<file path="src/rtl/copro_alu_scheduler.sv">
// Issue/result sequencer in front of the fixed-latency coprocessor ALU.
// Credit-tracks launched ops so every ALU result fits in the result FIFO.

package cvxif_instr_pkg;
  typedef enum logic [3:0] {
    ILLEGAL    = 4'h0,
    NOP        = 4'h1,
    ADD        = 4'h2,
    DOUBLE_RS1 = 4'h3,
    DOUBLE_RS2 = 4'h4,
    ADD_MULTI  = 4'h5,
    ADD_RS3_R  = 4'h6,
    ADD_RS3_R4 = 4'h7
  } opcode_t;
endpackage

module copro_alu_scheduler #(
  parameter int unsigned XLEN    = 32,
  parameter int unsigned LATENCY = 1,
  parameter int unsigned DEPTH   = 4,
  parameter type hartid_t        = logic,
  parameter type id_t            = logic,
  parameter type registers_t     = logic,
  parameter type opcode_t        = cvxif_instr_pkg::opcode_t
) (
  input  logic                       clk_i,
  input  logic                       rst_ni,
  input  logic                       issue_valid_i,
  output logic                       issue_ready_o,
  input  opcode_t                    issue_opcode_i,
  input  registers_t                 issue_registers_i,
  input  hartid_t                    issue_hartid_i,
  input  id_t                        issue_id_i,
  input  logic [4:0]                 issue_rd_i,
  input  logic                       flush_i,
  output opcode_t                    alu_opcode_o,
  output registers_t                 alu_registers_o,
  output hartid_t                    alu_hartid_o,
  output id_t                        alu_id_o,
  output logic [4:0]                 alu_rd_o,
  input  logic [XLEN-1:0]            alu_result_i,
  input  hartid_t                    alu_hartid_i,
  input  id_t                        alu_id_i,
  input  logic [4:0]                 alu_rd_i,
  input  logic                       alu_valid_i,
  input  logic                       alu_we_i,
  output logic                       result_valid_o,
  input  logic                       result_ready_i,
  output logic [XLEN-1:0]            result_data_o,
  output hartid_t                    result_hartid_o,
  output id_t                        result_id_o,
  output logic [4:0]                 result_rd_o,
  output logic                       result_we_o,
  output logic [$clog2(DEPTH+1)-1:0] inflight_o,
  output logic                       err_o
);

  localparam int unsigned PTR_W = (DEPTH > 1) ? $clog2(DEPTH) : 1;
  localparam int unsigned CNT_W = $clog2(DEPTH+1);

  typedef struct packed {
    logic [XLEN-1:0] data;
    hartid_t         hartid;
    id_t             id;
    logic [4:0]      rd;
    logic            we;
  } entry_t;

  logic [LATENCY-1:0] r_shadow, w_shadow_nxt;
  entry_t             r_mem [DEPTH];
  entry_t             w_head;
  logic [PTR_W-1:0]   r_wptr, r_rptr, w_wptr_nxt, w_rptr_nxt;
  logic [CNT_W-1:0]   r_count, w_count_nxt;
  logic [CNT_W-1:0]   r_inflight, w_inflight_nxt;
  logic [CNT_W-1:0]   w_shadow_ones, w_occ;
  logic               r_valid, w_valid_nxt;
  logic               r_err, w_err_nxt;
  logic               w_fire, w_pop, w_push;

  function automatic logic [PTR_W-1:0] ptr_inc(input logic [PTR_W-1:0] p);
    return (p == PTR_W'(DEPTH-1)) ? '0 : p + PTR_W'(1);
  endfunction

  // ALU samples its operands every cycle; the shadow pipe decides what counts.
  assign alu_opcode_o    = issue_opcode_i;
  assign alu_registers_o = issue_registers_i;
  assign alu_hartid_o    = issue_hartid_i;
  assign alu_id_o        = issue_id_i;
  assign alu_rd_o        = issue_rd_i;

  // Credit check: FIFO entries plus ops still inside the ALU.
  always_comb begin
    w_shadow_ones = '0;
    for (int unsigned i = 0; i < LATENCY; i++) begin
      w_shadow_ones = w_shadow_ones + CNT_W'(r_shadow[i]);
    end
    w_occ         = r_count + w_shadow_ones;
    w_pop         = r_valid & result_ready_i;
    issue_ready_o = ~flush_i & ((w_occ - CNT_W'(w_pop)) < CNT_W'(DEPTH));
    w_fire        = issue_valid_i & issue_ready_o;
    w_push        = r_shadow[LATENCY-1] & ~flush_i & alu_valid_i;
  end

  always_comb begin
    w_shadow_nxt = '0;
    w_count_nxt  = '0;
    w_wptr_nxt   = '0;
    w_rptr_nxt   = '0;
    w_err_nxt    = 1'b0;
    if (!flush_i) begin
      w_shadow_nxt    = r_shadow << 1;
      w_shadow_nxt[0] = w_fire;
      w_count_nxt     = r_count + CNT_W'(w_push) - CNT_W'(w_pop);
      w_wptr_nxt      = w_push ? ptr_inc(r_wptr) : r_wptr;
      w_rptr_nxt      = w_pop ? ptr_inc(r_rptr) : r_rptr;
      // Tap was set but the ALU rejected the opcode.
      w_err_nxt       = r_shadow[LATENCY-1] & ~alu_valid_i;
    end
    w_valid_nxt    = (w_count_nxt != '0);
    w_inflight_nxt = w_count_nxt;
    for (int unsigned i = 0; i < LATENCY; i++) begin
      w_inflight_nxt = w_inflight_nxt + CNT_W'(w_shadow_nxt[i]);
    end
  end

  always_ff @(posedge clk_i or negedge rst_ni) begin
    if (!rst_ni) begin
      r_shadow   <= '0;
      r_wptr     <= '0;
      r_rptr     <= '0;
      r_count    <= '0;
      r_inflight <= '0;
      r_valid    <= 1'b0;
      r_err      <= 1'b0;
    end else begin
      r_shadow   <= w_shadow_nxt;
      r_wptr     <= w_wptr_nxt;
      r_rptr     <= w_rptr_nxt;
      r_count    <= w_count_nxt;
      r_inflight <= w_inflight_nxt;
      r_valid    <= w_valid_nxt;
      r_err      <= w_err_nxt;
    end
  end

  // Result storage; contents only matter where the count says they are live.
  always_ff @(posedge clk_i) begin
    if (w_push) begin
      r_mem[r_wptr] <= '{data:   alu_result_i,
                         hartid: alu_hartid_i,
                         id:     alu_id_i,
                         rd:     alu_rd_i,
                         we:     alu_we_i};
    end
  end

  assign w_head          = r_valid ? r_mem[r_rptr] : entry_t'('0);
  assign result_valid_o  = r_valid;
  assign result_data_o   = w_head.data;
  assign result_hartid_o = w_head.hartid;
  assign result_id_o     = w_head.id;
  assign result_rd_o     = w_head.rd;
  assign result_we_o     = w_head.we;
  assign inflight_o      = r_inflight;
  assign err_o           = r_err;

endmodule

</file>
<file path="config.mk">
export PLATFORM = sky130hd
export DESIGN_NAME = copro_alu_scheduler
export DESIGN_NICKNAME = d
export VERILOG_FILES = /design/src/rtl/copro_alu_scheduler.sv
export SDC_FILE = /design/constraint.sdc
export NUM_CORES = 1
export LEC_CHECK = 0
export BUFFER_PORTS_ARGS = -buffer_cell sky130_fd_sc_hd__buf_2
export CORE_ASPECT_RATIO = 1.2
export CORE_UTILIZATION = 57
export CTS_CLUSTER_DIAMETER = 100
export DETAILED_ROUTE_END_ITERATION = 10
export PLACE_DENSITY = 0.87
export SYNTH_ARGS = -nofsm -noshare
export SYNTH_HDL_FRONTEND = slang
export SYNTH_SLANG_ARGS = --single-unit
</file>
<file path="constraint.sdc">
create_clock -name clk_i -period 3.34 [get_ports clk_i]
set_input_delay 0.668 -clock clk_i [delete_from_list [all_inputs] [get_ports clk_i]]
set_output_delay 0.668 -clock clk_i [all_outputs]
set_load 0.1 [all_outputs]
</file>
# Yosys cells after proc, flatten, opt, wreduce, memory -nomap -nowiden
# Memory sizes are Yosys's and may differ from the RTL's.
# Cells that the tools add are included.
dict set report classes {
  n_lt_le_gt_ge 1
  muxes 12
  bitwise 8
  add_sub_neg 7
  mul 0
  reduce_logical 3
  n_eq_ne 2
  div 0
  shift 0
}
# operator count
set ops {}
lappend ops {{40-bit two-way mux} 1}
lappend ops {{2-bit two-way mux} 6}
lappend ops {{3-bit by 1-bit adder with 3-bit output} 3}
lappend ops {{1-bit AND} 6}
lappend ops {{3-bit by 1-bit subtractor with 3-bit output} 2}
lappend ops {{2-bit by 1-bit adder with 2-bit output (second input constant)} 2}
lappend ops {{2-bit equality test (second input constant)} 2}
lappend ops {{1-bit two-way mux} 4}
lappend ops {{2-bit nonzero test} 2}
lappend ops {{3-bit less-than comparator (second input constant)} 1}
lappend ops {{3-bit two-way mux} 1}
lappend ops {{3-bit nonzero test} 1}
lappend ops {{1-bit NOT} 2}
dict set report totals {
  ff_bits 13
  word_cells 41
  mem_count 1
  romBits 0
  latch_bits 0
  ram_bits 160
}
# name depth width rd rd_ports_with_merged_regs wr line
set memory_table {}
lappend memory_table {r_mem 4 40 1 0 1 70} ;# entry_t r_mem [DEPTH];

# Longest topological paths before layout
# Gate-level depths: netlist (run 1).
dict set report logic_depth {
  ltp_word 7
  ltp_mapped 9
  depth_no_buf 8
}

# Worst setup path before layout (run 1)
# OpenSTA, ideal clock, no wires.
dict set report synth_path {
  path_type {register to output}
  from {register r_valid, in the netlist result_valid_o}
  to {output issue_ready_o}
  t_arrival_ns 2.673
  stages_incl_launch_ff 7
  path_slack_ns -0.001
  path_buffers 1
  cell_sequence {dfrtp_1 -> buf_2 -> nand3b_1 -> ha_1 -> nand2_1 -> a2111o_1 -> nand3_1}
}
dict set report synth_via {
  elab_chain_len 4
}
# element line
set synth_rtl {}
lappend synth_rtl {{start: declaration} 76} ;# logic r_valid, w_valid_nxt;
lappend synth_rtl {{start signal: assignment} 141} ;# r_valid <= w_valid_nxt;
lappend synth_rtl {{1-bit AND} 98} ;# w_pop = r_valid & result_ready_i;
lappend synth_rtl {{3-bit by 1-bit subtractor with 3-bit output} 99} ;# issue_ready_o = ~flush_i & ((w_occ - CNT_W'(w_pop)) < CNT_W'(DEPTH));
lappend synth_rtl {{3-bit less-than comparator} 99}
lappend synth_rtl {{1-bit AND} 99}
lappend synth_rtl {{end: declaration} 29} ;# output logic issue_ready_o,
# No other way between the ends.

# Worst setup path after layout (run 1)
dict set report layout_path {
  from {register r_rptr[0]}
  to {output result_data_o[31]}
}
dict set report layout_via {
  elab_chain_len 2
}
# element line
set layout_rtl {}
lappend layout_rtl {{start: declaration} 72} ;# logic [PTR_W-1:0] r_wptr, r_rptr, w_wptr_nxt, w_rptr_nxt;
lappend layout_rtl {{start signal: assignment} 138} ;# r_rptr <= w_rptr_nxt;
lappend layout_rtl {{memory read 4 x 40 bit} n/a}
lappend layout_rtl {{40-bit two-way mux} 157} ;# assign w_head = r_valid ? r_mem[r_rptr] : entry_t'('0);
lappend layout_rtl {{end: declaration} 49} ;# output logic [XLEN-1:0] result_data_o,
# No other way between the ends.

==> impl_metrics.toml, run 1 <==
[detailed_routing]
wl_um = 12000
drt_iter0_markers = 147
drc_errors = 0
vias = 3321
ant_nets = 0
wl_per_cell_um = 20.2
vias_per_cell = 5.56
first_pass_iters = 4

[worst_setup_path]
critPathLaunch = "r_rptr[0]"
crit_type = "reg -> out"
crit_required_ns = 2.67
end_kind = "output pin"
worstPathMaxFanout = 26
r2r-start = "r_count[0]"
rr_worst_depth = 8
cp.arrival_ns = 2.32
reg2reg_slack_ns = 1.06
cp-start-kind = "flip-flop"
rr_endpoint = "inflight_o[2]"

[sta]
slew_violations = 0
max_freq_ghz = 0.335
worst_slew_pin_slew_ns = 0.583
finalSetupTns_ns = 0
period_share = 0.893
maxSlewHeadroom = 0.612
finalSetupViolations = 0
fin_crit_ns = 2.98
rsz0062_at_grt = "no"
finalHoldViolCount = 0
fin_worst_skew_ns = 0.00603

[yosys]
ys_warn_count = 0
synth_cells = 334
synth_area_um2 = 6920
ys_ff_latch = 173
avgSynthCellArea_um2 = 20.7
ys_seq_area_frac = 0.741
ys_types = 31
syn-num-nets = 401
synth_area_leader_cell = "edfxtp_1"
synthTopCellsByArea = "edfxtp_1 (69%), mux4_2 (12%), dfrtp_1 (4.7%), and2_1 (4.0%), ha_1 (1.4%)"
synth_top_area_share = 0.694

[pwr]
p_leak_uw = 0.00290
peakVddDrop_mv = 0.763
powerDensity_nw_per_um2 = 843

[global_route]
grt_start_max_net_pins = 42
use_met1 = 0.261
first_global_vias = 3512
grt_use_met3 = 0.0803
antenna_found_initial = 1
grt_pass1_wl_um = 18600
grt_usage = 0.212
busiest_layer = "met2"
grt_use_met2 = 0.335
grt_overflow = 0

[finish]
layoutNonFillerInstCount = 597
area_growth_pct = 16.5
num-nets-final = 493
fillers = 733
fin_util = 0.690
drive_above_1_share = 0.403

[die]
ioPinCount = 116
rows = 43
die-area_um2 = 12600
core_area_um2 = 11700
die_w_um = 103
initial_core_util = 0.593
die_h_um = 123

[place]
io_buffers = 91
dp_hpwl_um = 7720
globalplace.congestion = 0.785
dpl.cell_count = 564

[clocking]
cts-resized-gates = 0
insertion_delay_ns = 0.42
cts_hold_buf = 0
cts_tree = "built"
cts_buffer_depth = 2
cts_root_buf = "clkbuf_16"
cts.sinks = 173
cts_post_setup_buffers_inserted = 0
cts_max_level = 4
numCtsBuffers = 17
clk_pin_slew_ns = 0.06

[hold_path]
hold_class = "in -> async"

[status]
status = "completed"

[flow_run]
maxCapViolations = 0
==> cell usage after synthesis <==
cell type and count:
a2111o_1 1, buf_6 1, xor2_1 4, o31ai_1 2
a21oi_1 1, a21bo_2 1, and2_1 44, buf_12 4
nor2b_1 3, fa_1 1, nand3b_1 2, nand4_1 1
nor3b_1 1, ha_1 8, buf_2 5, mux2i_1 1
a31oi_1 1, edfxtp_1 160, dfrtp_1 13, mux4_1 2
inv_1 4, buf_4 12, or3_1 1, nor2_1 5
clkbuf_1 7, nand2_1 5, and3b_1 1, xor3_1 1
a211oi_1 1, nand3_1 3, mux4_2 38
==> kinds of logic after synthesis <==
kind of cell	synth area share
adder cells (fa/ha/maj)	0.0174
AND/OR/NAND/NOR	0.0564
multiplexers	0.133
XOR/XNOR	0.00850
flip-flops	0.741
buffers and inverters	0.0358
AO/OA/AOI/OAI	0.00795
==> worst max path at each step <==
stage	to	slack [ns]
4_1_cts	result_data_o[31]	0.30
3_3_place_gp	inflight_o[2]	0.77
2_1_floorplan	issue_ready_o	0.30
3_5_place_dp	issue_ready_o	0.68
5_1_grt	result_data_o[31]	0.24
6_report	result_data_o[31]	0.36
==> area by class of cell <==
cell class,count,area [um^2],area share
antenna,1,2.50,0.000310
clock buffer,17,425,0.0528
clock inverter,15,170,0.0211
inverter,4,15.0,0.00186
multi-input combinational,128,1550,0.193
sequential,173,5130,0.637
tap,157,196,0.0244
timing repair buffer,102,566,0.0702
==> power breakdown <==
group / total, uW / switching [uW] / internal, uW
Sequential: 2510 / 50.4 / 2460
Clock: 1960 / 785 / 1170
Combinational: 2330 / 1800 / 537
Total: 6800 / 2630 / 4170
==> critical path, stage by stage (launching register included) <==
cell,delay [ns]
dfrtp_2,0.36
buf_4,0.44
mux4_1,0.63
and2_1,0.17
buf_2,0.28
==> per-stage QoR <==
stage          instance area [um^2]  worst slack [ns]  hold WS, ns  total power (uW)
2_1_floorplan                  6930             0.299        0.372              4630
3_3_place_gp                   7460             0.773        0.568              4870
3_5_place_dp                   7460             0.682        0.572              4900
4_1_cts                        8060             0.305        0.116              6850
5_1_grt                        8060             0.240        0.133              7020
6_report                       8060             0.357        0.125              6800
==> per-layer routing <==
metal / routed length, um / up-vias
li1: - / 1489
met1: 4580 / 1690
met2: 6300 / 120
met3: 910 / 22
met4: 252 / 0
met5: 0 / -
==> cells in the final DEF (no fill, tap or decap), types with 2 or more instances in the layout <==
cell type,count
dfrtp_2,2
inv_6,2
and2_2,4
buf_4,10
nor2b_1,3
nand2_1,5
xor2_1,4
buf_12,2
clkinv_1,3
nand3_1,2
clkinv_4,3
buf_2,90
dfrtp_1,11
o31ai_1,2
nand3b_1,2
mux4_1,2
ha_1,8
bufinv_16,3
and2_1,40
clkinvlp_4,2
clkbuf_16,17
clkinv_2,2
inv_1,4
nor2_1,5
mux4_2,38
edfxtp_1,160
==> sequential cells by signal, indices dropped and copies added, names as in the netlist <==
| register | cells |
|---|---|
| r_shadow | 1 |
| r_mem | 160 |
| result_valid_o | 1 |
| inflight_o | 3 |
| r_wptr | 2 |
| err_o | 1 |
| r_rptr | 2 |
| r_count | 3 |
Note: power is estimated with default switching activity, not from simulation.
==> inputs of run 2 (changes only) <==
ABC_AREA = 1   (was not set)
ABC_CLOCK_PERIOD_IN_PS = 3340   (was not set)
CELL_PAD_IN_SITES_DETAIL_PLACEMENT = 1   (was not set)
CELL_PAD_IN_SITES_GLOBAL_PLACEMENT = 1   (was not set)
CORE_UTILIZATION = 48   (was 57)
PLACE_DENSITY = 0.9   (was 0.87)
==> impl_metrics.toml, run 2 <==
[finish]
fillers = 1382
final_area_um2 = 8850
top_register = "r_mem"
largest_reg_flops = 160
layout_commonest_cell = "nor2_1"
area_growth_pct = 26.9
num-nets-final = 719
drive_above_1_share = 0.226
final_cell_mix = "nor2_1 (165), edfxtp_1 (160), o21ai_1 (72)"
fin_util = 0.632

[clocking]
clk_pin_slew_ns = 0.06
cts_hold_buf = 0
cts_max_level = 4
cts_tree = "built"
cts_post_setup_buffers_inserted = 0
cts.sinks = 173
numCtsBuffers = 17
cts_buffer_depth = 2
cts_root_buf = "clkbuf_16"
insertion_delay_ns = 0.43
cts-resized-gates = 0

[die]
die_w_um = 112
initial_core_util = 0.498
die-area_um2 = 15000
rows = 47
die_h_um = 134
ioPinCount = 116
core_area_um2 = 14000

[sta]
finalSetupViolations = 0
period_share = 0.955
max_freq_ghz = 0.314
finalHoldViolCount = 0
fin_worst_skew_ns = 0.00793
whs_ns = 0.126
rsz0062_at_grt = "no"
fin_crit_ns = 3.19
finalSetupTns_ns = 0
maxSlewHeadroom = 0.397
worst_slew_pin_slew_ns = 0.903
slew_violations = 0
worst_slack_ns = 0.152

[yosys]
syn-num-nets = 635
synth_area_um2 = 6980
synth_top_area_share = 0.689
synth_commonest_cells = "nor2_1 (169), edfxtp_1 (160), o21ai_1 (72)"
ys_ff_latch = 173
synthFlopType = "edfxtp_1"
avgSynthCellArea_um2 = 12.3
synth_area_leader_cell = "edfxtp_1"
ys_types = 21
synth_edf_count = 160
yosysMostFrequentCell = "nor2_1"
synthTopCellsByArea = "edfxtp_1 (69%), nor2_1 (9.1%), o21ai_1 (5.2%), dfrtp_1 (4.7%), a21oi_1 (3.0%)"
async_reset_ff_frac = 0.0751
ys_seq_area_frac = 0.735
ys_warn_count = 0
synth_cells = 568

[worst_setup_path]
cpPeakStageDelay_ns = 0.82
worst_path_max_delay_cell = "dfrtp_2"
path_cells = "buf_4 > nor2_1 > nor2_1 > o21ai_1 > a21oi_1 > buf_12"
worstPathMaxFanout = 33
crit_top_cell = "nor2_1"
cp.arrival_ns = 2.52
crit_type = "reg -> out"
end_kind = "output pin"
crit_required_ns = 2.67
cp-start-kind = "flip-flop"

[place]
dp_slack_ns = 0.445
io_buffers = 91
dpl-instance-area_um2 = 8170
globalplace.congestion = 0.786
dp_hpwl_um = 11300

[detailed_routing]
vias = 4712
wl_per_cell_um = 22.6
vias_per_cell = 5.62
wl_um = 19000
drt_iter0_markers = 279
first_pass_iters = 8
ant_nets = 0
drc_errors = 13

[global_route]
first_global_vias = 5295
antenna_found_initial = 4
grt_pass1_wl_um = 29000
grt_usage = 0.267
grt_overflow = 0
grt_start_max_net_pins = 41

[hold_path]
hold_class = "in -> async"

[status]
violations = "DRC"
status = "finished, violations left"

[flow_run]
maxCapViolations = 0

[pwr]
powerDensity_nw_per_um2 = 964
peakVddDrop_mv = 0.801
p_leak_uw = 0.00330
## run 2: cell types whose count changed in the layout (fill, tap and decap cells not counted), moves of 5 or more
cell     previous run  this run
o21ai_1             0        72
and2_1             40         0
buf_12              2        42
nand2_1             5        19
inv_2               0         5
buf_2              90        51
o21ai_0             0        10
inv_1               4        18
mux4_2             38         0
a21oi_1             1        42
nor2_1              5       165
## run 2: per-stage QoR
| stage | total power, uW | cells |
|---|---|---|
| 2_1_floorplan | 5060 | 568 |
| 3_3_place_gp | 6170 | 804 |
| 6_report | 8530 | 839 |
| 4_1_cts | 8560 | 836 |
| 5_1_grt | 8750 | 839 |
| 3_5_place_dp | 6320 | 804 |
## run 2: layout make-up
cell class / count / area [um^2] / area share
antenna: 3 / 7.51 / 0.000848
clock buffer: 20 / 457 / 0.0516
clock inverter: 12 / 215 / 0.0243
inverter: 23 / 86.3 / 0.00976
multi-input combinational: 330 / 1540 / 0.174
sequential: 173 / 5130 / 0.580
tap: 171 / 214 / 0.0242
timing repair buffer: 107 / 1200 / 0.136
## run 2: path summary, 6_finish.rpt
kind                        startpoint           endpoint  slack [ns]  depth (start not counted)
setup / recovery             r_rptr[0]  result_data_o[18]        0.15                          6
max in group asynchronous       rst_ni          r_rptr[1]        2.95                          1
hold / removal                  rst_ni          r_rptr[0]        0.13                          1
hold reg to reg               r_shadow              err_o        0.57                          2
min in group clk_i         alu_valid_i              err_o        0.43                          2
setup reg to reg              r_shadow      inflight_o[2]        0.95                         10
## run 2: kinds of logic after synthesis
family	share of synthesized area
AND/OR/NAND/NOR	0.106
flip-flops	0.735
AO/OA/AOI/OAI	0.0900
buffers and inverters	0.0486
adder cells (fa/ha/maj)	0.0172
XOR/XNOR	0.00251
## run 2: power breakdown
group	internal (uW)	total [uW]	switching [uW]	leakage (uW)
Combinational	1060	3710	2650	0.00136
Sequential	2480	2570	91.7	0.00161
Clock	1440	2240	808	0.000326
## run 2: per-layer routing
layer  track usage  up-vias  routed length [um]
li1              -     2130                   -
met1         0.291     2397                6970
met2         0.490      151               10600
met3        0.0615       32                 970
met4         0.127        2                 411
met5             0        -                  11
## run 2: critical path, delay by kind of cell, from the launching register on
kind / cells / cell delay, ns
AO/OA/AOI/OAI: 2 / 0.41
AND/OR/NAND/NOR: 2 / 0.22
flip-flops: 1 / 0.82
buffers and inverters: 2 / 0.61
